--- config.mk ---
export PLATFORM = sky130hd
export DESIGN_NAME = adder_share_arb
export DESIGN_NICKNAME = d
export VERILOG_FILES = /design/src/rtl/adder_share_arb.sv
export SDC_FILE = /design/constraint.sdc
export NUM_CORES = 1
export LEC_CHECK = 0
export ABC_AREA = 1
export BUFFER_PORTS_ARGS = -buffer_cell sky130_fd_sc_hd__clkbuf_2
export CAP_MARGIN = 15
export CORE_MARGIN = 3
export CORE_UTILIZATION = 46
export CTS_BUF_LIST = sky130_fd_sc_hd__clkbuf_4 sky130_fd_sc_hd__clkbuf_8
export CTS_CLUSTER_SIZE = 30
export DETAILED_ROUTE_END_ITERATION = 10
export GPL_TIMING_DRIVEN = 0
export PLACE_DENSITY = 0.76
export SLEW_MARGIN = 20
export SYNTH_ARGS = -nofsm -noshare
export SYNTH_HDL_FRONTEND = slang
export SYNTH_SLANG_ARGS = --single-unit
--- constraint.sdc ---
create_clock -name clk -period 2.1 [get_ports clk]
set_input_delay 0.21 -clock clk [delete_from_list [all_inputs] [get_ports clk]]
set_output_delay 0.21 -clock clk [all_outputs]
set_load 0.05 [all_outputs]
--- src/rtl/adder_share_arb.sv ---
// Round-robin arbiter that time-shares one ripple-carry adder among NREQ requesters.
// A winner is latched in IDLE, added in BUSY, and acked with a registered sum/carry.
module adder_share_arb #(
    parameter int NREQ  = 4,
    parameter int WIDTH = 4
) (
    input  logic                  clk,
    input  logic                  rst_n,
    input  logic [NREQ-1:0]       req_i,
    input  logic [NREQ*WIDTH-1:0] op_a_i,
    input  logic [NREQ*WIDTH-1:0] op_b_i,
    input  logic [NREQ-1:0]       cin_i,
    output logic [NREQ-1:0]       ack_o,
    output logic [NREQ-1:0]       grant_o,
    output logic [WIDTH-1:0]      sum_o,
    output logic                  cout_o,
    output logic                  res_valid_o,
    output logic                  busy_o
);

    // state | meaning
    // IDLE  | arbitrate among eligible requesters, latch winner's operands
    // BUSY  | shared adder evaluates latched operands, result registered at edge

    localparam int PW = (NREQ > 1) ? $clog2(NREQ) : 1;

    typedef enum logic {IDLE, BUSY} state_t;

    state_t            state_q, state_d;
    logic [PW-1:0]     rr_ptr_q, rr_ptr_d;
    logic [PW-1:0]     win_q, win_d;
    logic [NREQ-1:0]   grant_q, grant_d;
    logic [NREQ-1:0]   ack_q, ack_d;
    logic              res_valid_q, res_valid_d;
    logic [WIDTH-1:0]  a_q, a_d;
    logic [WIDTH-1:0]  b_q, b_d;
    logic              cin_q, cin_d;
    logic [WIDTH-1:0]  sum_q, sum_d;
    logic              cout_q, cout_d;

    logic [NREQ-1:0]   elig;
    logic              found;
    logic [PW-1:0]     win_idx;
    logic [WIDTH-1:0]  a_sel, b_sel;
    logic              cin_sel;
    logic [WIDTH:0]    carry;
    logic [WIDTH-1:0]  add_sum;

    // The just-acked requester is masked so a stale req is never served twice.
    always_comb begin
        elig    = req_i & ~ack_q;
        found   = 1'b0;
        win_idx = '0;
        for (int i = 0; i < NREQ; i++) begin
            if (!found && elig[i] && (i >= int'(rr_ptr_q))) begin
                found   = 1'b1;
                win_idx = PW'(i);
            end
        end
        for (int i = 0; i < NREQ; i++) begin
            if (!found && elig[i]) begin
                found   = 1'b1;
                win_idx = PW'(i);
            end
        end
    end

    always_comb begin
        a_sel   = '0;
        b_sel   = '0;
        cin_sel = 1'b0;
        for (int i = 0; i < NREQ; i++) begin
            if (win_idx == PW'(i)) begin
                a_sel   = op_a_i[i*WIDTH +: WIDTH];
                b_sel   = op_b_i[i*WIDTH +: WIDTH];
                cin_sel = cin_i[i];
            end
        end
    end

    always_comb begin
        carry    = '0;
        add_sum  = '0;
        carry[0] = cin_q;
        for (int i = 0; i < WIDTH; i++) begin
            add_sum[i]  = a_q[i] ^ b_q[i] ^ carry[i];
            carry[i+1]  = (a_q[i] & b_q[i]) | (carry[i] & (a_q[i] ^ b_q[i]));
        end
    end

    always_comb begin
        state_d     = state_q;
        rr_ptr_d    = rr_ptr_q;
        win_d       = win_q;
        grant_d     = grant_q;
        ack_d       = '0;
        res_valid_d = 1'b0;
        a_d         = a_q;
        b_d         = b_q;
        cin_d       = cin_q;
        sum_d       = sum_q;
        cout_d      = cout_q;
        case (state_q)
            IDLE: begin
                if (found) begin
                    win_d   = win_idx;
                    grant_d = NREQ'(1) << win_idx;
                    a_d     = a_sel;
                    b_d     = b_sel;
                    cin_d   = cin_sel;
                    state_d = BUSY;
                end
            end
            BUSY: begin
                sum_d       = add_sum;
                cout_d      = carry[WIDTH];
                ack_d       = grant_q;
                res_valid_d = 1'b1;
                rr_ptr_d    = (win_q == PW'(NREQ-1)) ? '0 : win_q + 1'b1;
                grant_d     = '0;
                state_d     = IDLE;
            end
            default: state_d = IDLE;
        endcase
    end

    always_ff @(posedge clk or negedge rst_n) begin
        if (!rst_n) begin
            state_q     <= IDLE;
            rr_ptr_q    <= '0;
            win_q       <= '0;
            grant_q     <= '0;
            ack_q       <= '0;
            res_valid_q <= 1'b0;
            a_q         <= '0;
            b_q         <= '0;
            cin_q       <= 1'b0;
            sum_q       <= '0;
            cout_q      <= 1'b0;
        end else begin
            state_q     <= state_d;
            rr_ptr_q    <= rr_ptr_d;
            win_q       <= win_d;
            grant_q     <= grant_d;
            ack_q       <= ack_d;
            res_valid_q <= res_valid_d;
            a_q         <= a_d;
            b_q         <= b_d;
            cin_q       <= cin_d;
            sum_q       <= sum_d;
            cout_q      <= cout_d;
        end
    end

    assign ack_o       = ack_q;
    assign grant_o     = grant_q;
    assign sum_o       = sum_q;
    assign cout_o      = cout_q;
    assign res_valid_o = res_valid_q;
    assign busy_o      = (state_q == BUSY);

endmodule

==> results.md <==
- HP Start: op_b_i[3]
- Die height: 65.4 um
- PD cells: 1580 nW/um^2
- Worst setup path start: a_q[0]$_DFFE_PN0P_
- Drt wl/cell: 12.2 um
- Nets: 313
- Largest family of logic cells by synthesized area: simple AND/OR/NAND/NOR gates
- DR pass1 iterations: 4
- Core outline area: 3200 sq um
- Clock buffer depth: 2
- WP data required: 2.33 ns
- Met3 GRT Util: 1.37%
- Largest cells by area after synthesis: dfrtp_1, nand2_1, inv_1
- Fill cell count: 307
- Worst VDD drop: 0.807 mV
- CTS tree: built
- HP Class: in2reg
- Crit path arrival time: 2.31 ns
- Outcome: complete, no violations
- RSZ-0062 raised after global routing: true
- Endpoints failing setup: 0
- Worst-margin pin slew: 0.677 ns
- Sum Neg Setup Slack: 0 ns
- Setup Skew: 0.00651 ns
- Hold Crit Depth: 5
- Synth Area in Adders: 5.71%
- Yosys top cell by area: dfrtp_1
- CTS Buf Count: 3
- Reg2Reg Launch Point: a_q[0]$_DFFE_PN0P_
- Initial antenna violation count: 0
- Met2 GRT Util: 32.9%
- Ant. Diodes: 0
- Xor/xnor share of the synthesized area: 0%
- Leak: 1.12 nW
- Crit start category: flip-flop
- Starting Density: 50.6%
- Final Max Slew Viols: 0
- CTS H-tree depth: 1
- Syn Inst Count: 203
- Worst reg2reg endpoint: sum_o[3]$_DFFE_PN0P_
- Die area: 4270 sq um
- CP Capture Type: flip-flop
- Sequential-to-total area share from yosys stat: 43.2%
- Ports: 57
- Max-slew headroom: 54.9%
- R2r worst-path depth: 8
- GRT Overall Usage: 19.1%
- Post-synthesis register bit count: 28
- Gr busiest metal: met2
- HPWL after DPL: 3.05 mm
- Max-cap violations: 0
- Syn-to-layout area delta: 23.5%
- Crit path kind: reg2reg
- Placer congestion estimate: 0.793
- IO buf count: 56
- Top cell type's share of synthesized area: 43.2%
- Grt ovf: 0
- Largest net degree at the start of global routing: 29
- Syn Area/Cell: 7.99 sq um
- Net count after synthesis: 250
- Clk Latency, worst-skew pair: 0.31 ns
- Routed vias: 1511
- R2R setup slack: 0.03 ns
- PnR Total Power: 0.00317 W
- Synth unique cells: 24
- M1 GR Usage: 26.7%
- Share of layout cells above drive strength 1: 30.7%
- CTS root buf: clkbuf_4
- Post-Synth Simple-Gate Area: 35.3%
- Synth Warn #: 0
- Die X-Extent: 65.4 um
- Synth Area in Compound Gates: 6.40%
- Iter 0 DRT Violations: 83
- First-pass GRT wire length: 6.48 mm
- Hold worst-path end: b_q[3]$_DFFE_PN0P_
- Tmin final: 2.07 ns
- DRC: 0
- Hold slack: 0.198 ns
- Clock-pin slew on the worst setup and hold paths: 0.14 ns
- Placement row count: 20
- Clock sink count: 28
- Total Wirelength: 3.75 mm
- Fin. Hold Viols: 0
- Antenna Violating Nets Remaining: 0
- Post-synthesis cell area: 1620 sq um
- Worst-path fanout max: 2
- Post-synthesis mux area share: 0%
- Vias in the first global route: 1459
- Period utilisation layout: 98.8%
- Fmax: 482 MHz
- Drt via density: 4.91
[synth_stat cells]
| cell | n |
|---|---|
| nand2_4 | 4 |
| clkbuf_1 | 2 |
| buf_6 | 2 |
| nand3b_1 | 1 |
| o31ai_1 | 1 |
| nand3_2 | 3 |
| nor2_1 | 19 |
| ha_1 | 1 |
| o21ai_1 | 10 |
| nand3_1 | 12 |
| nand2_1 | 62 |
| nand4_4 | 1 |
| or2_2 | 1 |
| fa_1 | 4 |
| buf_2 | 2 |
| nor2_4 | 2 |
| nand4_1 | 10 |
| inv_1 | 26 |
| buf_8 | 1 |
| dfrtp_1 | 28 |
| o21ai_0 | 8 |
| nor2_2 | 1 |
| nand2_2 | 1 |
| o22ai_1 | 1 |
[area by class of cell]
| type | instances | area [sq um] | area share (%) |
|---|---|---|---|
| multi-input combinational | 142 | 773 | 38.6 |
| tap | 44 | 55.1 | 2.75 |
| buffer | 7 | 55.1 | 2.75 |
| sequential | 28 | 701 | 35.0 |
| timing repair buffer | 58 | 298 | 14.9 |
| inverter | 26 | 97.6 | 4.87 |
| clock buffer | 3 | 22.5 | 1.13 |
[how the worst max path moves through the flow]
stage / end / slack, ns / cells past startpoint
floorplan: sum_o[3]$_DFFE_PN0P_ / 0.07 / 8
global placement: sum_o[3]$_DFFE_PN0P_ / -0.02 / 8
detailed placement: sum_o[3]$_DFFE_PN0P_ / -0.08 / 8
CTS: sum_o[3]$_DFFE_PN0P_ / 0.02 / 8
global route: sum_o[3]$_DFFE_PN0P_ / -0.08 / 8
finish: sum_o[3]$_DFFE_PN0P_ / 0.03 / 8
[logic make-up after synthesis]
kind of cell	after synthesis
flops	28
fa+ha+maj	5
simple gates	117
buf+inv	33
compound gates	20
[metal layers]
| metal | vias to the layer above | wire [um] |
|---|---|---|
| met3 | 2 | 189 |
| li1 | 768 | - |
| met1 | 698 | 1720 |
| met5 | - | 0 |
| met2 | 43 | 1810 |
| met4 | 0 | 30 |
[critical path, stage by stage, from the launching register on]
cell	delay [ns]
dfrtp_1	0.41
inv_2	0.06
fa_1	0.17
inv_1	0.06
fa_2	0.33
fa_2	0.33
inv_1	0.07
fa_1	0.40
o21ai_1	0.16
[where the power goes]
part | leakage [nW] | switching [W] | internal, W
logic | 0.748 | 0.00137 | 0.000647
registers | 0.354 | 0.000161 | 0.000786
clock network | 0.0138 | 0.000138 | 0.0000669
total | 1.12 | 0.00167 | 0.00150
[repair_timing]
item | CTS | global route
setup buffers | 0 | 1
resized for setup | 3 | 1
hold endpoints to repair | 28 | 0
hold buffers | 1 | 0
setup endpoints to repair | 1 | 1
pin swaps | 1 | 1
[metrics by stage]
stage / setup WS [ns] / cells / util (%) / area (sq um)
global route: -0.0785 / 308 / 62.5 / 2000
global placement: -0.0187 / 303 / 61.1 / 1960
floorplan: 0.0726 / 203 / - / 1620
detailed placement: -0.0815 / 303 / 61.1 / 1960
finish: 0.0261 / 308 / 62.5 / 2000
CTS: 0.0165 / 307 / 62.3 / 1990
[placed cells by master, fill, tap and decap left out, drive strengths merged]
cell type    Yosys  routed
buf              5       6
clkbuf           2      61
dfrtp           28      28
dlygate4sd3      0       1
fa               4       4
ha               1       1
inv             26      26
nand2           67      67
nand3           15      15
nand3b           1       1
nand4           11      11
nor2            22      22
o21ai           18      18
o22ai            1       1
o31ai            1       1
or2              1       1
[registers in the layout (all words and copies together) (netlist names)]
register	count
res_valid_o	1
busy_o	1
rr_ptr_q	2
grant_o	4
cin_q	1
sum_o	4
b_q	4
win_q	2
cout_o	1
a_q	4
ack_o	4
No activity file was read; power rests on OpenSTA's default activity.
